--- src/rtl/sb_branch_sched.sv ---
// Clocked branch scheduler for the CUES SB stage: routes each accepted token to
// the switch or the matching memory, buffers DEPTH tokens and issues them in order.
module sb_branch_sched #(
  parameter int DW    = 64,
  parameter int DEPTH = 2,
  parameter int CW    = 16
) (
  input  logic          clk,
  input  logic          rst,
  input  logic          lopen,
  input  logic          sp_disen,
  input  logic          in_valid,
  output logic          in_ready,
  input  logic [DW-1:0] in_data,
  input  logic          in_uni_opr,
  input  logic          in_pe_out,
  input  logic          in_lr,
  output logic          sw_valid,
  input  logic          sw_ready,
  output logic [DW-1:0] sw_data,
  output logic          sm_valid,
  input  logic          sm_ready,
  output logic [DW-1:0] sm_data,
  output logic [1:0]    sm_wen,
  output logic          busy,
  output logic [CW-1:0] sw_cnt,
  output logic [CW-1:0] sm_cnt
);

  localparam int AW = $clog2(DEPTH);
  localparam logic [AW:0] FULL_CNT = (AW+1)'(DEPTH);

  logic [DW-1:0] mem_data  [DEPTH];
  logic          mem_to_sm [DEPTH];
  logic          mem_lr    [DEPTH];

  logic [AW-1:0] rd_ptr;
  logic [AW-1:0] wr_ptr;
  logic [AW:0]   count;

  logic not_empty;
  logic head_to_sm;
  logic head_lr;
  logic to_sm;
  logic push;
  logic sw_pop;
  logic sm_pop;
  logic pop;

  assign not_empty  = (count != '0);
  assign head_to_sm = mem_to_sm[rd_ptr];
  assign head_lr    = mem_lr[rd_ptr];
  assign to_sm      = in_uni_opr & ~in_pe_out & ~sp_disen;

  // Ready and valids come from registered state and lopen only, never from the sink readies.
  assign in_ready = lopen & (count != FULL_CNT);
  assign sw_valid = lopen & not_empty & ~head_to_sm;
  assign sm_valid = lopen & not_empty & head_to_sm;
  assign sw_data  = mem_data[rd_ptr];
  assign sm_data  = mem_data[rd_ptr];
  assign sm_wen   = sm_valid ? (head_lr ? 2'b10 : 2'b01) : 2'b00;
  assign busy     = not_empty;

  assign push   = in_valid & in_ready;
  assign sw_pop = sw_valid & sw_ready;
  assign sm_pop = sm_valid & sm_ready;
  assign pop    = sw_pop | sm_pop;

  // Route is resolved at accept time and stored alongside the payload.
  always_ff @(posedge clk) begin
    if (push) begin
      mem_data[wr_ptr]  <= in_data;
      mem_to_sm[wr_ptr] <= to_sm;
      mem_lr[wr_ptr]    <= in_lr;
    end
  end

  always_ff @(posedge clk) begin
    if (rst) begin
      rd_ptr <= '0;
      wr_ptr <= '0;
      count  <= '0;
    end else begin
      if (push) wr_ptr <= wr_ptr + AW'(1);
      if (pop)  rd_ptr <= rd_ptr + AW'(1);
      case ({push, pop})
        2'b10:   count <= count + (AW+1)'(1);
        2'b01:   count <= count - (AW+1)'(1);
        default: count <= count;
      endcase
    end
  end

  // Profiling counters wrap freely.
  always_ff @(posedge clk) begin
    if (rst) begin
      sw_cnt <= '0;
      sm_cnt <= '0;
    end else begin
      if (sw_pop) sw_cnt <= sw_cnt + CW'(1);
      if (sm_pop) sm_cnt <= sm_cnt + CW'(1);
    end
  end

endmodule

--- config.mk ---
export PLATFORM = sky130hd
export DESIGN_NAME = sb_branch_sched
export DESIGN_NICKNAME = d
export VERILOG_FILES = /design/src/rtl/sb_branch_sched.sv
export SDC_FILE = /design/constraint.sdc
export NUM_CORES = 1
export LEC_CHECK = 0
export CORE_UTILIZATION = 47
export CTS_BUF_LIST = sky130_fd_sc_hd__clkbuf_8
export CTS_CLUSTER_DIAMETER = 60
export DETAILED_ROUTE_END_ITERATION = 6
export PLACE_DENSITY_LB_ADDON = 0.2
export SLEW_MARGIN = 20
export SYNTH_ARGS = -nofsm -noshare
export SYNTH_HDL_FRONTEND = slang
export SYNTH_SLANG_ARGS = --single-unit
--- constraint.sdc ---
create_clock -name clk -period 5.4 [get_ports clk]
set_clock_uncertainty 0.1 [all_clocks]
set_input_delay 0.81 -clock clk [delete_from_list [all_inputs] [get_ports clk]]
set_output_delay 0.81 -clock clk [all_outputs]
set_load 0.005 [all_outputs]
==> results.toml <==
[detailed_routing]
post_drt_wl_per_cell_um = 17.3
ant_nets = 0
drtIter0Drc = 239
drc = 0
first_pass_iters = 4
viasPerCell = 5.14
vias = 4415
wirelength_mm = 14.9

[synth]
synthAdderAreaFrac = 0.00536
netlist_top_cells_area = "edfxtp_1 (57%), mux2_2 (11%), dfxtp_1 (11%)"
synth_xor_area_frac = 0.0200
synth-edff-count = 132
async_reset_ff_frac = 0
synth_ff_type = "edfxtp_1"
synth_cells = 481
yosysTopAreaCellShare = 0.566
synth_compound_area_frac = 0.0325
synth_cell_types = 34
yosysWarnings = 0
post-synth-top-area-cell = "edfxtp_1"
synthMuxAreaShare = 0.117
syn_area_mm2 = 0.00701
synth_top_family_by_area = "multiplexers"
synth_simple_gate_area_frac = 0.0725
ys_seq_area_frac = 0.671
ys_ff_latch = 169
synth_nets = 558
avgSynthCellArea_um2 = 14.6

[clock_network]
cts_buffers = 17
cts_resized = 0
ctsHoldBuffers = 0
worst_skew_pair.late_latency_ns = 0.43
clockBufferDepth = 2
post_cts_buffers = 0
clk_pin_slew_ns = 0.08
clkSinkCount = 169
htreeDepth = 4
cts_root_buffer = "clkbuf_8"
cts_tree = "built"

[sta]
max_freq_ghz = 0.260
finalHoldViolCount = 0
setup_viol = 0
rsz0062_at_grt = "false"
slew-limit-headroom = 0.306
setup_tns_ns = 0
slew_violations = 0
hold_ws_ns = 0.405
worstMarginPinSlew_ns = 1.01
min_period_ns = 3.85
post-route-period-util = 0.712

[power]
powerDensity_mw_per_mm2 = 298
vdd_drop_max_mv = 0.133
leakagePower_uw = 0.00317

[worst_setup_path]
worstSetupStartpointType = "register"
crit_path_max_fanout = 67
cp-end-kind = "output pin"
required_ns = 4.49
path_class = "reg2out"
worstPathArrival_ns = 2.94
reg2reg_depth = 5
r2r_end = "count[1]"
reg2reg_setup_slack_ns = 2.20

[global_routing]
grt_max_degree = 68
grt_pass1_wl_mm = 22.0
grt_pass1_vias = 4330
grt_usage = 0.194
grt_antenna_before_repair = 1
grt-ovfl-total = 0

[layout]
final_common_cell = "clkdlybuf4s50_1"
final_cell_mix = "clkdlybuf4s50_1 (239), edfxtp_1 (132), mux2_2 (67)"
fin_area_mm2 = 0.00955
final_nets = 740
diodes = 0
finish.utilization = 0.657
syn_to_final_growth_pct = 36.3
layout-drive-gt1-share = 0.153

[hold_path]
min_from = "sw_cnt[13]"
holdPathStages = 2
hold_end = "sw_cnt[13]"
hold_class = "reg2reg"

[floorplanning]
fp-row-count = 44
start_util = 0.482
die_h_um = 124
io_pins = 240
dieArea_mm2 = 0.0154
core_mm2 = 0.0145
fp.dieW_um = 124

[placement]
place_area_mm2 = 0.00913
io_buffers = 239
dp_hpwl_mm = 10.3
routabilityCongestion = 0.799

[run_status]
outcome = "complete, no violations"

[flow_run]
maxCapViolations = 0
## critical path, cell delays in order (launching register included)
cell and delay, ns:
dfxtp_4 0.94, mux2i_1 0.92, nor3_1 0.14, clkdlybuf4s50_1 0.50
## Yosys cell counts (9+ instances only)
| master | number |
|---|---|
| nor2_1 | 25 |
| clkbuf_1 | 9 |
| or4_1 | 10 |
| nand2_1 | 10 |
| nand4_1 | 9 |
| xnor2_1 | 10 |
| nand3_1 | 11 |
| mux2_2 | 67 |
| dfxtp_1 | 37 |
| buf_4 | 64 |
| a21oi_1 | 16 |
| or3_1 | 10 |
| edfxtp_1 | 132 |
## stage by stage
step	worst slack (ns)	power, µW	cells
detailed placement	1.95	1940	828
global placement	1.97	1930	828
CTS	1.45	2880	859
floorplan	1.05	1710	481
finish	1.55	2850	859
global route	1.29	2970	859
## flip-flops by register name (all words and copies together) (netlist names), named ones only
| signal | cells |
|---|---|
| mem_to_sm | 2 |
| count | 2 |
| rd_ptr | 1 |
| wr_ptr | 1 |
| mem_data | 128 |
| mem_lr | 2 |
| sw_cnt | 16 |
| sm_cnt | 16 |
## worst max-delay path by stage
| stage | endpoint | slack [ns] | cells past startpoint |
|---|---|---|---|
| floorplan | mem_data[0][0] | 1.05 | 2 |
| global placement | sm_wen[1] | 1.97 | 3 |
| detailed placement | sm_wen[1] | 1.95 | 3 |
| CTS | sm_wen[1] | 1.45 | 3 |
| global route | sm_wen[1] | 1.29 | 3 |
| finish | sm_wen[1] | 1.55 | 3 |
## routing by layer
layer,wire [µm],up-vias,share of wire,global-route usage
met5,16,-,0.0011,0
met4,178,2,0.012,0.0699
met3,1060,17,0.071,0.0559
met2,7760,180,0.52,0.348
met1,5880,2133,0.39,0.218
li1,-,2083,-,-
## kinds of logic (layout without fill, tap and decap cells)
group           Yosys count  after routing
buf+inv                  87            281
xor+xnor                 16             16
fa+ha+maj                 3              3
compound gates           38             38
flops                   169            169
mux                      73             73
simple gates             95             95
## power by group
part	leakage (µW)	switching [µW]	internal (µW)	total, µW
registers	0.00151	34.4	1460	1490
logic	0.00143	141	270	412
clock network	0.000228	414	536	950
total	0.00317	590	2260	2850
## cell type report
class                           instances  area, µm²
Clock buffer                           17        234
Timing Repair Buffer                  242       2410
Clock inverter                         14        189
Sequential cell                       169       4710
Inverter                                8       30.0
Tap cell                              184        230
Multi-Input combinational cell        225       1750
Fill cell                            1073       4980
No activity file was read; power rests on OpenSTA's default activity.
